**config.mk**
```make
export PLATFORM = sky130hd
export DESIGN_NAME = qtable_loader_flat
export DESIGN_NICKNAME = d
export VERILOG_FILES = /design/src/rtl/qtable_loader_if.sv /design/src/rtl/qtable_loader.sv /design/src/flat_wrapper.sv
export SDC_FILE = /design/constraint.sdc
export NUM_CORES = 1
export LEC_CHECK = 0
export ABC_AREA = 1
export CAP_MARGIN = 15
export CORE_MARGIN = 5
export CORE_UTILIZATION = 40
export CTS_BUF_LIST = sky130_fd_sc_hd__clkbuf_8
export DETAILED_ROUTE_END_ITERATION = 7
export GPL_TIMING_DRIVEN = 1
export PLACE_DENSITY = 0.64
export SYNTH_ARGS = -nofsm -noshare
export SYNTH_HDL_FRONTEND = slang
export SYNTH_SLANG_ARGS = --single-unit
```
**constraint.sdc**
```tcl
create_clock -name clk -period 1.62 [get_ports clk]
set_input_delay 0.162 -clock clk [delete_from_list [all_inputs] [get_ports clk]]
set_output_delay 0.162 -clock clk [all_outputs]
set_load 0.03 [all_outputs]
```
**src/rtl/qtable_loader_if.sv**
```systemverilog
// qtable_loader_if: byte stream valid/ready link
// master drives data/valid, slave returns ready
interface qtable_loader_if;
  logic [7:0] in_data;
  logic       in_valid;
  logic       in_ready;

  modport master (
    output in_data,
    output in_valid,
    input  in_ready
  );

  modport slave (
    input  in_data,
    input  in_valid,
    output in_ready
  );
endinterface

```
**src/rtl/qtable_loader.sv**
```systemverilog
// qtable_loader: framed byte stream to Q-table BRAM writer
// checks sync header and XOR checksum, unpacks 2-bit entries
module qtable_loader #(
  parameter int          DEPTH     = 59049,
  parameter int          ADDR_W    = 16,
  parameter logic [7:0]  SYNC_BYTE = 8'hA5
) (
  input  logic              clk,
  input  logic              rst,
  input  logic              start,
  qtable_loader_if.slave    strm,
  output logic              wea,
  output logic [ADDR_W-1:0] addra,
  output logic [1:0]        dina,
  output logic              busy,
  output logic              done,
  output logic              error
);

  typedef enum logic [2:0] {
    IDLE,
    HDR,
    LOAD,
    UNPACK,
    CSUM,
    DONE,
    ERR
  } state_t;

  localparam logic [ADDR_W-1:0] LAST = ADDR_W'(DEPTH - 1);

  state_t            state;
  state_t            state_nx;
  logic [ADDR_W-1:0] cnt;
  logic [5:0]        sh;
  logic [1:0]        sub;
  logic [7:0]        csum;
  logic              last_entry;

  assign last_entry = (cnt == LAST);

  // state register
  always_ff @(posedge clk or posedge rst) begin
    if (rst) state <= IDLE;
    else     state <= state_nx;
  end

  // next state and state-decoded outputs; ready never looks at valid
  always_comb begin
    state_nx      = state;
    strm.in_ready = 1'b0;
    wea           = 1'b0;
    busy          = 1'b0;
    done          = 1'b0;
    error         = 1'b0;
    unique case (state)
      IDLE: begin
        if (start) state_nx = HDR;
      end
      HDR: begin
        strm.in_ready = 1'b1;
        busy          = 1'b1;
        if (strm.in_valid)
          state_nx = (strm.in_data == SYNC_BYTE) ? LOAD : ERR;
      end
      LOAD: begin
        strm.in_ready = 1'b1;
        busy          = 1'b1;
        if (strm.in_valid) state_nx = UNPACK;
      end
      UNPACK: begin
        busy = 1'b1;
        wea  = 1'b1;
        if (last_entry)       state_nx = CSUM;
        else if (sub == 2'd3) state_nx = LOAD;
      end
      CSUM: begin
        strm.in_ready = 1'b1;
        busy          = 1'b1;
        if (strm.in_valid)
          state_nx = (strm.in_data == csum) ? DONE : ERR;
      end
      DONE: begin
        done = 1'b1;
        if (start) state_nx = HDR;
      end
      ERR: begin
        error = 1'b1;
        if (start) state_nx = HDR;
      end
      default: state_nx = IDLE;
    endcase
  end

  // datapath: checksum, entry counter and the BRAM address/data latch
  always_ff @(posedge clk or posedge rst) begin
    if (rst) begin
      cnt   <= '0;
      addra <= '0;
      dina  <= 2'd0;
      sh    <= 6'd0;
      sub   <= 2'd0;
      csum  <= 8'd0;
    end else begin
      unique case (state)
        IDLE, DONE, ERR: begin
          if (start) begin
            cnt  <= '0;
            csum <= 8'd0;
          end
        end
        LOAD: begin
          if (strm.in_valid) begin
            csum  <= csum ^ strm.in_data;
            addra <= cnt;
            dina  <= strm.in_data[1:0];
            sh    <= strm.in_data[7:2];
            sub   <= 2'd0;
          end
        end
        UNPACK: begin
          if (!last_entry) begin
            cnt <= cnt + 1'b1;
            if (sub != 2'd3) begin
              addra <= cnt + 1'b1;
              dina  <= sh[1:0];
              sh    <= {2'b00, sh[5:2]};
              sub   <= sub + 2'd1;
            end
          end
        end
        default: ;
      endcase
    end
  end

endmodule
```
**src/flat_wrapper.sv**
```systemverilog
// flat-port wrapper written by rule: the top's interface ports become plain ports
module qtable_loader_flat 
#(
  parameter int          DEPTH     = 59049,
  parameter int          ADDR_W    = 16,
  parameter logic [7:0]  SYNC_BYTE = 8'hA5
)
  (clk, rst, start, wea, addra, dina, busy, done, error, strm_in_data, strm_in_valid, strm_in_ready);
  qtable_loader_if strm_i ();
  input  logic clk;
  input  logic rst;
  input  logic start;
  output logic wea;
  output logic [ADDR_W-1:0] addra;
  output logic [1:0] dina;
  output logic busy;
  output logic done;
  output logic error;
  input wire logic [$bits(strm_i.in_data)-1:0] strm_in_data;
  input wire logic [$bits(strm_i.in_valid)-1:0] strm_in_valid;
  output wire logic [$bits(strm_i.in_ready)-1:0] strm_in_ready;
  assign strm_i.in_data = strm_in_data;
  assign strm_i.in_valid = strm_in_valid;
  assign strm_in_ready = strm_i.in_ready;
  qtable_loader #(.DEPTH(DEPTH), .ADDR_W(ADDR_W), .SYNC_BYTE(SYNC_BYTE)) u_core (.clk(clk), .rst(rst), .start(start), .strm(strm_i), .wea(wea), .addra(addra), .dina(dina), .busy(busy), .done(done), .error(error));
endmodule
```
After elaboration in Yosys (flattened, before gate mapping)

Index checks and enable logic that the tools add are counted.

Flip-flop bits (word level): 53
Bits of input ports: 12
Logic and storage cells: 75

$add $sub $neg: 2
Mux-type cells: 36
Reduce and logical (&&, ||, !) cells: 11
Eq/ne operators: 18
Bitwise logic cells: 1

Operators with widths:

| cell                                                   | count |
|---|---|
| 2-to-1 mux 16 bit                                      | 5 |
| one-hot mux 16 bit (2 select lines)                    | 2 |
| 2-to-1 mux 3 bit                                       | 7 |
| 2-to-1 mux 6 bit                                       | 3 |
| adder 16 x 1 -> 16 bit (second input constant)         | 1 |
| == test 16 bit (second input constant)                 | 1 |
| 2-to-1 mux 8 bit                                       | 2 |
| one-hot mux 8 bit (2 select lines)                     | 1 |
| one-hot mux 3 bit (5 select lines)                     | 1 |
| 2-to-1 mux 2 bit                                       | 7 |
| one-hot mux 6 bit (2 select lines)                     | 1 |
| inequality test 2 bit (second input constant)          | 5 |
| == test 3 bit (second input constant)                  | 3 |
| == test 8 bit                                          | 1 |
| == test 8 bit (second input constant)                  | 1 |
| one-hot mux 2 bit (2 select lines)                     | 2 |
| bitwise XOR 8 bit                                      | 1 |
| == test 3 x 2 -> 1 bit (second input constant)         | 2 |
| AND reduction 3 bit                                    | 2 |
| nonzero test 2 bit                                     | 3 |
| OR reduction 3 bit                                     | 2 |
| 2-to-1 mux 1 bit                                       | 5 |
| AND reduction 5 bit                                    | 1 |
| inequality test 2 x 1 -> 1 bit (second input constant) | 2 |
| other kinds (7)                                        | 7 |

Logic depth before layout (Yosys ltp)

Gate-level depths: netlist (run 1).

Depth after elaboration: 4
Gate-level depth with buffers: 11

Worst setup path before layout (run 1)

No wires, ideal clock.

Kind: register -> register
From: reg u_core.state[0]
To: reg u_core.state[1]
Cell stages (with the launch flop): 11
Arrival: 1438 ps
Required time: 1504 ps
Period minus slack after synthesis: 1554 ps
Setup slack: 66 ps
Path through: dfrtp_1 > inv_1 > nand2_1 > nor2_1 > inv_1 > nand3_1 > nand2_1 > nand3_1 > inv_1 > nand2_1 > nand2_1

Longest elaborated chain between the ends: 4
Elaborated cells between the ends (all ways): 15
Classes of those cells: 11 x eq/ne; 1 x mux; 3 x reduce/logical

Ends and longest elaborated chain:

| item                                             | RTL line            | source |
|---|---|---|
| start, declared                                  | qtable_loader.sv:32 | `state_t state;` |
| start signal, assigned                           | qtable_loader.sv:45 | `else state <= state_nx;` |
| == test 3 bit or zero test 3 bit (tied branches) | qtable_loader.sv:56 | `unique case (state)` |
| OR reduction 3 bit (no source line)              | --                  |  |
| inequality test 2 x 1 -> 1 bit (no source line)  | --                  |  |
| AND reduction 5 bit (no source line)             | --                  |  |

Several ways; a longest one is shown, not always the timed one.
A chain may end at the register's enable or synchronous reset.

Worst setup path in the final report (run 1)

From: reg u_core.state[1]
To: reg u_core.addra[4]

Longest elaborated chain between the ends: 3
Elaborated cells between the ends (all ways): 8
Classes of those cells: 5 x eq/ne; 1 x mux; 2 x reduce/logical

Ends and longest elaborated chain:

| item                                                                 | RTL line             | source |
|---|---|---|
| == test 3 x 2 -> 1 bit                                               | qtable_loader.sv:105 | `unique case (state)` |
| inequality test 2 bit (no source line), or another cell as far along | --                   |  |
| AND reduction 4 bit (no source line)                                 | --                   |  |
| end signal, assigned                                                 | qtable_loader.sv:115 | `addra <= cnt;` |
| end signal, assigned                                                 | qtable_loader.sv:125 | `addra <= cnt + 1'b1;` |
| end, declared                                                        | qtable_loader.sv:13  | `output logic [ADDR_W-1:0] addra,` |

Several ways; a longest one is shown, not always the timed one.

==> results of run 1 <==
## area by class of cell
class	count	area, sq um
multi-input cells	337	1740
clock buffers	5	68.8
fillers	753	3610
inverters	49	199
well taps	102	128
clock inverters	3	17.5
flip-flops and latches	53	1330
repair buffers	67	679
## cells in the final DEF (no fill, tap or decap), drive strengths merged, types with 5 or more instances in the layout
| cell type | Yosys | layout |
|---|---|---|
| nand2 | 186 | 187 |
| nor2 | 42 | 42 |
| clkdlybuf4s50 | 0 | 29 |
| clkbuf | 1 | 8 |
| nand4 | 5 | 5 |
| nand3 | 31 | 31 |
| a21oi | 12 | 12 |
| inv | 49 | 49 |
| buf | 13 | 35 |
| o21ai | 51 | 51 |
| dfrtp | 53 | 53 |
## what timing repair did
item                       4_1_cts  5_1_grt
gates cloned                     0        3
setup buffers                    2        8
setup endpoints to repair       13       52
pin swaps                        0       10
resized for setup                6       67
## worst max-delay path, delay by kind of cell, from the launching register on
kind                   cells  cell delay [ps]
flip-flops                 1              450
AND/OR/NAND/NOR            5              440
buffers and inverters      2              350
AO/OA/AOI/OAI              1              270
## worst min path at each step
stage                         start               to  slack, ps  cells after the start
detailed placement    u_core.sub[1]    u_core.sub[1]        470                      2
CTS                             rst   u_core.csum[0]        220                      3
finish                          rst  u_core.state[2]        200                      3
global placement       u_core.sh[4]     u_core.sh[4]        470                      2
global route                    rst   u_core.csum[7]        230                      3
floorplan           strm_in_data[6]     u_core.sh[4]        320                      2
## sequential cells by signal (all words and copies together) (netlist names)
| name | cells |
|---|---|
| u_core.addra | 16 |
| u_core.cnt | 16 |
| u_core.csum | 8 |
| u_core.sh | 6 |
| u_core.state | 3 |
| u_core.dina | 2 |
| u_core.sub | 2 |
## kinds of logic after synthesis
kind of cell	share of synthesized area, %
compound gates	10.7
buf+inv	9.69
xor+xnor	0.547
flops	41.4
fa+ha+maj	1.56
simple gates	36.1
## per-layer routing
metal | routed length (microns) | GRT usage, % | up-vias
met5 | 0 | 0 | -
met4 | 128 | 6.09 | 0
met3 | 271 | 3.51 | 11
met2 | 3880 | 27.2 | 55
met1 | 3690 | 21.2 | 1368
li1 | - | - | 1544
## where the power goes
part	total (mW)	switching, mW	internal, mW
registers	1.80	0.198	1.60
logic	3.81	2.27	1.55
clock network	0.769	0.469	0.300
## stage by stage
| stage | std cells | power, mW |
|---|---|---|
| 5_1_grt | 616 | 6.85 |
| 2_1_floorplan | 452 | 4.04 |
| 6_report | 616 | 6.38 |
| 3_3_place_gp | 595 | 4.73 |
| 3_5_place_dp | 595 | 4.76 |
| 4_1_cts | 605 | 5.58 |
==> results, run 1 <==
- The routed design has ~8 mm of wire.
- The via count of the routed design is 2978.
- Each instance of the synthesized netlist takes up on average 7.08 sq um.
- The arrival time at the worst endpoint is 1830 ps.
- The library cell contributing the largest single delay on the critical path is sky130_fd_sc_hd__dfrtp_2.
- The synthesized design contains 0 enable-type register cells.
- The startpoint of the lowest-slack register-to-register path is u_core.state[1].
- The placeable core region is 7770 sq um.
- The cell area after technology mapping is 3200 sq um.
- The height of the chip is 99.5 microns.
- The setup TNS is 0 ps.
- The worst setup path endpoint is u_core.addra[4].
- At the worst endpoint, the required time is 1830 ps.
- The category of the worst setup path launch point is a register.
- Static timing analysis puts the maximum clock frequency at approximately 620 MHz.
- After routing the design area is 4160 sq um.
- Once the floorplan was initialized, standard cells occupied roughly two fifths of the core.
- The fraction of post-synthesis cell area in the top cell type by area is 41.4%.
- The fraction of final layout cells sized beyond drive strength 1 is 23.5%.
- Sequential elements use 41.4% of the synthesized area.
- The fraction of synthesis flops using an asynchronous set or reset pin is 100%.
- The clock root buffer is sky130_fd_sc_hd__clkbuf_8.
- The number of buffers created by CTS is 5.
- The total of endpoints with negative setup slack in the final report is 0.
- The cell row count is 32.
- The number of cells traversed by the worst register-to-register path is 8.
- The number of antenna violations at the first check in global routing is 0.
- The most common cell in the netlist is sky130_fd_sc_hd__nand2_1.
- The time the worst path needs with I/O delays and setup is 1610 ps.
- VDD sags by at most between 1 and 1.5 mV.
- The number of buffers on the longest clock path is 2.
- By area the synthesized netlist is led by sky130_fd_sc_hd__dfrtp_1 41%, sky130_fd_sc_hd__nand2_1 19%, sky130_fd_sc_hd__inv_1 5.2%, sky130_fd_sc_hd__nor2_1 4.7%, sky130_fd_sc_hd__nand3_1 4.4%.
- The total clock sinks is 53.
- The tightest hold path in the finished design has a slack of ~200 ps.
- The gate count after technology mapping is 452.
- The register bit total from synthesis is 53.
- The run finished with clean final reports.
- The post-route worst setup slack is ~5.3 ps.
- During synthesis, Yosys emitted a total of 0 warnings.
- The number of design rule violations left after detail routing is 0.
- Along the worst path, the maximum fanout reaches 8.
- The first TritonRoute pass finished after 4 iterations.
- The final number of max-transition violations was 0.
- The max-cap check violation count is 0.
- The final weighted congestion in routability-driven placement is 0.951.
- The total count of hold-check failures in the final report is 0.
- The CTS tree is built.
- The number of antenna diodes in the final layout is 0.
- The cell type with the largest total area after synthesis is sky130_fd_sc_hd__dfrtp_1.
- The maximum single-stage delay on the critical path is 450 ps.
- The worst setup path is of the register to register kind.
- The first-pass GRT wire length is 13.4 mm.
- The worst register-to-register path ends at u_core.addra[4].
- The pre-CTS setup slack is -6.86 ps.
- The cell area after placement is 3720 sq um.
- The clock skew after layout is approximately 7.2 ps.
- The clock reaches the later pin of the worst-skew pair after 310 ps.
- Measured against its own limit, the worst slew margin works out to approximately four fifths.
- Ranked by instance count, the synthesized netlist is headed by 164 x sky130_fd_sc_hd__nand2_1, 53 x sky130_fd_sc_hd__dfrtp_1, 44 x sky130_fd_sc_hd__inv_1.
- The number of buffers added on ports is 34.
- The count of nets left with antenna violations once routing finished came out at 0.
- After the last flow step, the layout net total stands at 529.
- The worst setup path startpoint is u_core.state[1].
- Across all register-to-register paths, the minimum setup slack is 5 ps.
- The top-level I/O count is 35.
- The total global-route track usage is 16.5%.
- The number of nets in the synthesized netlist is roughly 470.
- The via count of the first global-routing pass is 2948.
- The synthesis-to-layout area growth is 29.9%.
- Summed over all cells, the static leakage comes to 2.00 nW.
- Among all flip-flop cells after synthesis, the most frequent one is sky130_fd_sc_hd__dfrtp_1.
- The clock transition at the registers of the reported paths is 100 ps.
- At the pin with the least slew margin, the transition time is 312 ps.
- Detailed placement finished with a half-perimeter wire length of 5.54 mm.
- Using the TritonRoute via totals, the vias-per-cell ratio works out to 4.83.
- Entering global routing, the biggest net connects 54 pins.
- Measured along the x axis, the die boundary spans roughly 100 microns.
- Setup repair after global routing could not meet its margin everywhere.
- In this run, distinct cell masters in the synthesized netlist total 31.
- The worst setup path is captured at a register.
- The path class of the tightest hold or removal check is primary input to async pin.
- In this run the number of H-tree levels came out at 2.
- The sum of overflow across all layers after global routing is 0.
- Walking the worst path, the cells encountered are buf_4 -> nand3_4 -> nor2_4 -> a21oi_4 -> nand2_8 -> clkbuf_16 -> nand2_2 -> nand2_1.
- Once layout is complete, the utilization of the core stands at 53.6%.
- The initial detailed-routing violation count is 111.
- The average detailed-routed wire length per instance is 13.0 microns.
- The number of hold buffers added after CTS was 0.
- In this run the power density over the cells is 1530 nW/um^2.
- The die covers approximately 10000 sq um.
- The share of the clock period used by the worst path is approximately 100%.
No activity file was read; power rests on OpenSTA's default activity.
==> inputs of run 2 (changes only) <==
CTS_BUF_LIST = sky130_fd_sc_hd__clkbuf_16   (was sky130_fd_sc_hd__clkbuf_8)
==> results, run 2 (synthesis results as in run 1) <==
- The CTS tree is built (unchanged).
- The clock root buffer was sky130_fd_sc_hd__clkbuf_16 (was sky130_fd_sc_hd__clkbuf_8).
- The category of the worst setup path launch point was a register (unchanged).
- RSZ-0062 raised after global routing: true (unchanged).
- Leading cell types in the layout, fill and taps excluded: 158 x sky130_fd_sc_hd__nand2_1, 48 x sky130_fd_sc_hd__dfrtp_1, 38 x sky130_fd_sc_hd__inv_1 (was 152 x sky130_fd_sc_hd__nand2_1, 49 x sky130_fd_sc_hd__dfrtp_1, 39 x sky130_fd_sc_hd__inv_1).
- The max-cap check violation count is 0 (unchanged).
- The net switching share of the total power is 44.5% (was 46.0%).
- The average detailed-routed wire length per instance is 12.8 microns (was 13.0 microns).
- The length of the first detailed-routing pass in iterations was 4 (unchanged).
- Crit path cell chain: inv_2 -> nand3_4 -> a21oi_4 -> buf_4 -> nand2_4 -> nor2_1 -> a21oi_1 (was buf_4 -> nand3_4 -> nor2_4 -> a21oi_4 -> nand2_8 -> clkbuf_16 -> nand2_2 -> nand2_1).
- The top-level I/O count was 35 (unchanged).
- Status: completed (unchanged).
- The number of antenna diodes is 0 (unchanged).
- The clock network fraction of design power is 16.3% (was 12.1%).
- The area of the die is 9890 sq um (unchanged).
- The critical path start-end classification is register to register (unchanged).
- The total of endpoints with negative setup slack in the final report is 0 (unchanged).
- The initial detailed-routing violation count came to 104 (was 111).
- The starting density of the core was 41.2% (unchanged).
- The type of destination of the critical path is a register (unchanged).
- The max-slew headroom at the worst pin was 79.2% (was 79.1%).
- The CTS H-tree depth is 2 (unchanged).
- The number of antenna violations at the first check in global routing is 0 (unchanged).
- The number of buffers on the longest clock path is 2 (unchanged).
- The power density over cell area is 1570 nW/um^2 (was 1530 nW/um^2).
- The arrival time at the worst endpoint was 1750 ps (was 1830 ps).
- Registers with the most flip-flops: u_core.addra x16, u_core.cnt x16, u_core.csum x8 (unchanged).
- The number of hold buffers added after cts is 0 (unchanged).
- The maximum number of pins on one net before global-route repair came to 54 (unchanged).
- The library cell contributing the largest single delay on the critical path is sky130_fd_sc_hd__dfrtp_2 (unchanged).
- The clock insertion delay at the later pin of the skew report is 290 ps (was 310 ps).
- The final layout net count is 526 (was 529).
- The cell row count is 32 (unchanged).
- The HPWL after detailed placement is 5.54 mm (unchanged).
- The pre-CTS setup slack is -6.86 ps (unchanged).
- The maximum single-stage delay on the critical path is 450 ps (about the same).
- The final number of max-transition violations was 0 (unchanged).
- The via count of the routed design is 2990 (was 2978).
- The fraction of final layout cells sized beyond drive strength 1 came to 21.9% (was 23.5%).
- The worst supply voltage drop on vdd is 1.32 mV (was 1.28 mV).
- The minimum setup slack among reg-to-reg paths is 50 ps (was 5 ps).
- The share of the clock period used by the worst path is 96.8% (was 99.7%).
- The via count of the first global-routing pass is 2964 (was 2948).
- The clock skew after layout is 6.61 ps (was 7.21 ps).
- The critical path required time was 1800 ps (was 1830 ps).
- The setup TNS is 0 ps (unchanged).
- The final standard cell utilization of the core is 53.6% (unchanged).
- The post-layout total power is 6.53 mW (was 6.38 mW).
- The total global-route track usage is 16.5% (about the same).
- The via-per-instance ratio came to 4.88 (was 4.83).
- The width of the die is 99.5 microns (unchanged).
- The largest fanout of any net on the critical path is 7 (was 8).
- The cell area after placement is 3720 sq um (unchanged).
- The time the worst path needs with I/O delays and setup was 1570 ps (was 1610 ps).
- The internal power contribution is 3.62 mW (was 3.45 mW).
- The portion of total power attributed to combinational logic is 56.2% (was 59.8%).
- The sequential cell fraction of total power came to 27.5% (was 28.2%).
- The worst-margin pin slew is 311 ps (was 312 ps).
- The number of buffers added on ports is 34 (unchanged).
- The leakage power of the design is 1.99 nW (was 2.00 nW).
- The number of design rule violations left after detail routing is 0 (unchanged).
- The filler cell count is 740 (was 753).
- The post-detailed-route count of antenna-violating nets is 0 (unchanged).
- The synthesis-to-layout area growth was 29.9% (unchanged).
- The post-route worst setup slack was 51.6 ps (was 5.28 ps).
- The final standard cell area without fillers came to 4160 sq um (unchanged).
- The most common cell after layout, fill and taps aside is sky130_fd_sc_hd__nand2_1 (unchanged).
- The switching power summed over all nets is 2.90 mW (was 2.93 mW).
- The number of buffers created by CTS is 5 (unchanged).
- The maximum clock frequency is 638 MHz (was 619 MHz).
- The kind of path behind the tightest hold check is primary input to async pin (unchanged).
- The sum of overflow across all layers after global routing was 0 (unchanged).
- The first-pass GRT wire length is 13.4 mm (about the same).
- The total count of hold-check failures in the final report came to 0 (unchanged).
- The total clock sinks came to 53 (unchanged).
- The clock transition at the registers of the reported paths is 70 ps (was 100 ps).
- The height of the chip is 99.5 microns (unchanged).
- The total routed wirelength is 7.87 mm (was 7.98 mm).
- The placeable core region is 7770 sq um (unchanged).
- The final weighted congestion in routability-driven placement is 0.951 (unchanged).
## run 2: critical path: cells and delay by family (launching register included)
kind | cells | cell delay (ps)
buffers and inverters | 2 | 330
AOI/OAI and AO/OA | 2 | 330
DFF | 1 | 450
and+or+nand+nor | 3 | 330
## run 2: layout make-up
| type | instances | area [sq um] | share of cell area (%) |
|---|---|---|---|
| inverter | 49 | 194 | 4.66 |
| timing repair buffer | 64 | 648 | 15.6 |
| clock buffer | 5 | 125 | 3.01 |
| clock inverter | 3 | 17.5 | 0.421 |
| tap | 102 | 128 | 3.07 |
| sequential | 53 | 1330 | 32.0 |
| multi-input combinational | 337 | 1720 | 41.2 |
## run 2: worst paths after layout
path | endpoint | cells past startpoint | start
max | u_core.addra[15] | 7 | u_core.state[2]
min | u_core.state[1] | 3 | rst
max reg2reg | u_core.addra[15] | 7 | u_core.state[2]
min reg2reg | u_core.sub[1] | 2 | u_core.sub[1]
max in group asynchronous | u_core.cnt[4] | 3 | rst
min in group clk | u_core.sub[1] | 2 | u_core.sub[1]
## run 2: metrics by stage
stage / hold WS, ps / std cells
floorplan: 317 / 452
global placement: 468 / 595
detailed placement: 469 / 595
CTS: 252 / 605
global route: 267 / 613
finish: 237 / 613
## run 2: repair_timing
| action | in CTS | in global routing |
|---|---|---|
| pin swaps | 0 | 6 |
| gates resized for setup | 3 | 56 |
| setup endpoints to repair | 10 | 53 |
| setup buffers | 2 | 5 |
| gates cloned | 0 | 3 |
## run 2: layer usage
layer / share of wire (%) / GRT usage (%) / vias up
li1: - / - / 1531
met1: 47 / 21.6 / 1397
met2: 49 / 27.2 / 58
met3: 3.7 / 2.81 / 4
met4: 0.74 / 6.41 / 0
met5: 0 / 0 / -
## run 2: power groups by stage
stage	Sequential (mW)	Clock (mW)	Combinational [mW]
detailed placement	1.81	0	2.95
CTS	1.78	1.08	3.01
finish	1.79	1.07	3.67
global placement	1.81	0	2.92
floorplan	1.95	0	2.09
global route	1.83	1.14	4.03
==> inputs of run 3 (changes only) <==
GPL_TIMING_DRIVEN = 0   (was 1)
==> results, run 3 (synthesis results as in run 1) <==
- Leading cell types in the layout, fill and taps excluded: 160 x sky130_fd_sc_hd__nand2_1, 49 x sky130_fd_sc_hd__dfrtp_1, 39 x sky130_fd_sc_hd__inv_1 (was 158 x sky130_fd_sc_hd__nand2_1, 48 x sky130_fd_sc_hd__dfrtp_1, 38 x sky130_fd_sc_hd__inv_1).
- The initial detailed-routing violation count is 183 (was 104).
- The worst reg2reg path endpoint was u_core.sub[1] (was u_core.addra[15]).
- The post-detailed-route count of antenna-violating nets is 0 (unchanged).
- The library cell contributing the largest single delay on the critical path is sky130_fd_sc_hd__dfrtp_1 (was sky130_fd_sc_hd__dfrtp_2).
- Registers with the most flip-flops: u_core.addra x16, u_core.cnt x16, u_core.csum x8 (unchanged).
- The number of non-filler instances in the completed layout is 606 (was 613).
- The maximum clock frequency is 616 MHz (was 638 MHz).
- The pre-CTS setup slack was -375 ps (was -6.86 ps).
- The most common cell after layout, fill and taps aside is sky130_fd_sc_hd__nand2_1 (unchanged).
- The via count of the routed design is 3037 (was 2990).
- The final standard cell utilization of the core is 52.6% (was 53.6%).
- The width of the die is 99.5 microns (unchanged).
- The CTS H-tree depth is 2 (unchanged).
- The clock insertion delay at the later pin of the skew report is 290 ps (about the same).
- The total global-route track usage is 16.4% (was 16.5%).
- The final reports fail on negative setup slack.
- The via-per-instance ratio is 5.01 (was 4.88).
- The number of antenna violations at the first check in global routing came to 0 (unchanged).
- The maximum number of pins on one net before global-route repair is 31 (was 54).
- The number of hold buffers added after cts was 0 (unchanged).
- The kind of path behind the tightest hold check is primary input to async pin (unchanged).
- The total count of hold-check failures in the final report is 0 (unchanged).
- The number of cells traversed by the worst register-to-register path came to 11 (was 7).
- Status: finished with violations (was completed).
- The startpoint of the lowest-slack register-to-register path is u_core.cnt[1] (was u_core.state[2]).
- The placed cell count was 589 (was 595).
- By instance count, the cell type seen most on the critical path is sky130_fd_sc_hd__buf_12.
- The top-level I/O count is 35 (unchanged).
- The share of the clock period used by the worst path was 100% (was 96.8%).
- The fraction of final layout cells sized beyond drive strength 1 was 18.8% (was 21.9%).
- The footprint of the multi-input gates is 1640 sq um (was 1720 sq um).
- The final standard cell area without fillers was 4090 sq um (was 4160 sq um).
- The first-pass GRT wire length is 13.3 mm (was 13.4 mm).
- The type of destination of the critical path was a register (unchanged).
- The cell row count is 32 (unchanged).
- The critical path start-end classification was register to register (unchanged).
- The power density over cell area is 1650 nW/um^2 (was 1570 nW/um^2).
- The total routed wirelength is 7.95 mm (was 7.87 mm).
- The arrival time at the worst endpoint is 1850 ps (was 1750 ps).
- The number of buffers created by CTS is 5 (unchanged).
- The number of buffers added on ports is 34 (unchanged).
- The max-slew headroom at the worst pin was 64.2% (was 79.2%).
- The average detailed-routed wire length per instance came to 13.1 microns (was 12.8 microns).
- The number of design rule violations left after detail routing is 0 (unchanged).
- The filler cell count is 731 (was 740).
- The HPWL after detailed placement is 5.60 mm (was 5.54 mm).
- The minimum setup slack among reg-to-reg paths is -3 ps (was 50 ps).
- The area of the die is 9890 sq um (unchanged).
- The category of the worst setup path launch point is a register (unchanged).
- The clock transition at the registers of the reported paths is 70 ps (about the same).
- The final number of max-transition violations is 0 (unchanged).
- The cell area after placement is 3690 sq um (was 3720 sq um).
- The height of the chip came to 99.5 microns (unchanged).
- The clock skew after layout was 10.4 ps (was 6.61 ps).
- The total clock sinks came to 53 (unchanged).
- The starting density of the core came to 41.2% (unchanged).
- The leakage power of the design came to 1.95 nW (was 1.99 nW).
- The total area of sequential cells is 1330 sq um (about the same).
- The largest fanout of any net on the critical path is 5 (was 7).
- The worst setup path endpoint is u_core.sub[1] (was u_core.addra[15]).
- The length of the first detailed-routing pass in iterations was 7 (was 4).
- The via count of the first global-routing pass came to 2852 (was 2964).
- The number of antenna diodes is 0 (unchanged).
- The worst supply voltage drop on vdd is 1.23 mV (was 1.32 mV).
- The post-route worst setup slack came to -2.90 ps (was 51.6 ps).
- The final weighted congestion in routability-driven placement was 0.874 (was 0.951).
- The critical path required time is 1850 ps (was 1800 ps).
- The sum of overflow across all layers after global routing is 0 (unchanged).
- RSZ-0062 raised after global routing: true (unchanged).
- The number of buffers on the longest clock path is 2 (unchanged).
- The synthesis-to-layout area growth is 27.6% (was 29.9%).
- The clock root buffer is sky130_fd_sc_hd__clkbuf_16 (unchanged).
- The max-cap check violation count is 0 (unchanged).
- Crit path cell chain: inv_2 -> ha_4 -> nand3_4 -> nor2_4 -> nand3_4 -> nand2_4 -> buf_12 -> buf_12 -> buf_12 -> nand2_2 -> nand2_1 (was inv_2 -> nand3_4 -> a21oi_4 -> buf_4 -> nand2_4 -> nor2_1 -> a21oi_1).
- The total of endpoints with negative setup slack in the final report is 1 (was 0).
- The worst setup path startpoint is u_core.cnt[1] (was u_core.state[2]).
- The time the worst path needs with I/O delays and setup came to 1620 ps (was 1570 ps).
- The CTS tree is built (unchanged).
- The maximum single-stage delay on the critical path was 420 ps (was 450 ps).
- The worst-margin pin slew is 537 ps (was 311 ps).
- The final layout net count was 520 (was 526).
- The placeable core region is 7770 sq um (unchanged).
==> run 3: final cells by class <==
| class | count | share of cell area, % |
|---|---|---|
| multi-input cells | 336 | 40.1 |
| clock inverters | 2 | 0.858 |
| well taps | 102 | 3.12 |
| inverters | 49 | 4.56 |
| repair buffers | 47 | 12.1 |
| flip-flops and latches | 53 | 32.6 |
| plain buffers | 12 | 3.61 |
| clock buffers | 5 | 3.06 |
==> run 3: timing repair <==
action,CTS,global route
resized for setup,35,41
gates cloned,1,0
endpoints found under the hold margin,0,0
endpoints found under the setup margin,48,51
pin swaps,5,14
setup buffers,8,3
==> run 3: where the power goes <==
part           internal [mW]  total (mW)  leakage (nW)  switching (mW)
clock                  0.719        1.20        0.0797           0.485
combinational           1.54        3.71          1.17            2.17
sequential              1.60        1.82         0.707           0.216
==> run 3: how the worst min path moves through the flow <==
stage | startpoint | end | slack, ps
after detailed placement | u_core.sh[4] | u_core.sh[4] | 470
final | rst | u_core.addra[5] | 230
after global placement | u_core.sh[5] | u_core.sh[5] | 470
after global routing | rst | u_core.cnt[14] | 280
after CTS | rst | u_core.addra[5] | 250
after floorplan | strm_in_data[6] | u_core.sh[4] | 320
==> run 3: routing by layer <==
layer / share of wire, % / GRT usage, % / vias to the layer above
li1: - / - / 1527
met1: 45 / 22.1 / 1412
met2: 48 / 27.2 / 85
met3: 5.0 / 2.38 / 13
met4: 1.8 / 5.15 / 0
met5: 0 / 0 / -
==> run 3: critical path, delay by kind of cell (launching register included) <==
family | cells | cell delay [ps]
adders and majority gates | 1 | 150
buffers and inverters | 4 | 450
DFF | 1 | 420
and+or+nand+nor | 6 | 520
==> run 3: per-stage QoR <==
step                power [mW]  hold WS, ps  TNS [ps]
floorplan                 4.04          317         0
global placement          4.92          468    -55200
detailed placement        4.96          470     -4450
CTS                       6.57          251         0
global route              7.20          283     -1070
finish                    6.73          230     -2.90
==> edit, RTL diff (settings of run 3) <==
`ADDR_W` is set to 16 in 2 places; all go to 15.
--- a/src/rtl/qtable_loader.sv
+++ b/src/rtl/qtable_loader.sv
@@ -4,3 +4,3 @@
   parameter int          DEPTH     = 59049,
-  parameter int          ADDR_W    = 16,
+  parameter int          ADDR_W    = 15,
   parameter logic [7:0]  SYNC_BYTE = 8'hA5
--- a/src/flat_wrapper.sv
+++ b/src/flat_wrapper.sv
@@ -4,3 +4,3 @@
   parameter int          DEPTH     = 59049,
-  parameter int          ADDR_W    = 16,
+  parameter int          ADDR_W    = 15,
   parameter logic [7:0]  SYNC_BYTE = 8'hA5
Interface: changed (resized addra); port bits go from 35 to 34. The function was not compared with the original's and may differ.
==> edit against run 3 <==
The run still ends with negative setup slack left; critical path depth is 2 lower; critical endpoint is now u_core.addra[6]; via count is 2.4% lower; critical path type unchanged; combinational power increased by 7.0%; highest routed layer unchanged; sequential cell count down 2; routed wire length increased by 5.7%; total power about the same; global-route usage grew 1.8 points; synthesized area decreased by 7.5%; largest power group unchanged; clock power shrank 13%; setup slack got worse by 0.055 ns; cell area down 0.21%.
==> edit: results (changes against run 3) <==
* Global router's overall resource usage: 18.2% (+1.8 points)
- Biggest area contributors in the synthesized netlist: sky130_fd_sc_hd__dfrtp_1, sky130_fd_sc_hd__nand2_1, sky130_fd_sc_hd__o21ai_0
- Detailed placement HPWL: 5650 um (+0.80%)
* Vias in the first global route: 2844 (-0.28%)
* Violated checks: negative setup slack
- The final worst-path setup slack came to -0.0580 ns (-0.0551 ns).
* Post-Route Skew: 0.00583 ns (-0.00457 ns)
* Portion of the post-synthesis area used by sequential elements: 43.1% (+1.7 points)
* Wire length of the first global-routing pass: 13100 um (-0.94%)
- Biggest cell delay along the critical path: 0.46 ns (+0.04 ns)
* Count of input and output buffers: 33 (-2.9%)
- The power dissipated by switching net loads is 0.00290 W (+1.2%).
- The final-stage net count came to 504 (-3.1%).
- Run status: complete, but fails checks
- The peak ir drop on the vdd network is 0.000685 V (-44%).
- The commonest cells after synthesis are sky130_fd_sc_hd__nand2_1, sky130_fd_sc_hd__dfrtp_1, sky130_fd_sc_hd__nor2_1.
- TritonRoute pass-1 iters: 4 (-3)
- Largest regs: u_core.addra: 15 flops, u_core.cnt: 15 flops, u_core.csum: 8 flops
- Proportion of layout cells with a drive suffix above 1: 21.9% (+3.0 points)
- Critical Path Source: u_core.cnt[12]
- The vias per cell is 5.04 (+0.58%).
- Number of DRC markers after the initial detailed-route iteration: 101 (-45%)
- Net count after synthesis: 442 (-5.6%)
- Maximum fanout count along the critical path: 10 (+5)
- The count of endpoints failing setup in the final report is 26 (+25).
==> edit: per-stage QoR <==
step	setup WS (ns)	hold slack [ns]	setup TNS, ns	util (%)	cells
2_1_floorplan	0.105	0.307	0	-	426
3_3_place_gp	-0.830	0.462	-50.51	47.4	558
3_5_place_dp	-0.372	0.464	-8.24	47.7	559
4_1_cts	-0.118	0.250	-2.36	52.3	577
5_1_grt	-0.195	0.288	-5.59	56.5	588
6_report	-0.0580	0.227	-0.872	56.5	588
==> edit: area by class of cell <==
type                    count  area share [%]
plain buffers              15            3.87
clock buffers               5            3.07
clock inverters             3           0.368
inverters                  38            3.81
multi-input cells         323            40.5
flip-flops and latches     51            31.4
well taps                  99            3.04
repair buffers             54            14.0
==> edit: timing repair <==
item                       4_1_cts  5_1_grt
gates cloned                     2        3
resized for setup               66       62
setup endpoints to repair       44       56
buffers inserted                 8       10
pin swaps                        4        8
==> edit: power groups by stage <==
stage          combinational [W]  clock (W)  sequential [W]
2_1_floorplan            0.00176          0         0.00179
3_3_place_gp             0.00261          0         0.00172
3_5_place_dp             0.00263          0         0.00174
4_1_cts                  0.00326    0.00105         0.00171
5_1_grt                  0.00431    0.00111         0.00177
6_report                 0.00397    0.00104         0.00173
==> edit: worst min-delay path by stage <==
stage                     cells after the start        startpoint               end
after floorplan                               2   strm_in_data[6]      u_core.sh[4]
after global placement                        2     u_core.sub[1]     u_core.sub[1]
after detailed placement                      2  u_core.addra[13]  u_core.addra[13]
after CTS                                     2               rst      u_core.sh[1]
after global routing                          2               rst      u_core.sh[1]
final                                         2               rst      u_core.sh[1]
==> edit: logic make-up after synthesis <==
kind of cell / share of synthesized area, %
buf+inv: 8.15
flops: 43.1
simple gates: 36.4
xor+xnor: 1.48
mux: 1.01
compound gates: 8.19
fa+ha+maj: 1.69
==> edit: critical path: cells and delay by family, from the launching register on <==
| family | cells | cell delay (ns) |
|---|---|---|
| flops | 1 | 0.46 |
| buf+inv | 2 | 0.19 |
| simple gates | 7 | 0.90 |
==> edit: per-layer routing <==
layer / part of all wire (%) / global-route usage, % / vias up / routed length, um
li1: - / - / 1466 / -
met1: 44 / 24.0 / 1400 / 3720
met2: 48 / 29.9 / 75 / 4030
met3: 5.6 / 4.07 / 23 / 473
met4: 2.2 / 4.98 / 0 / 184
met5: 0 / 0 / - / 0
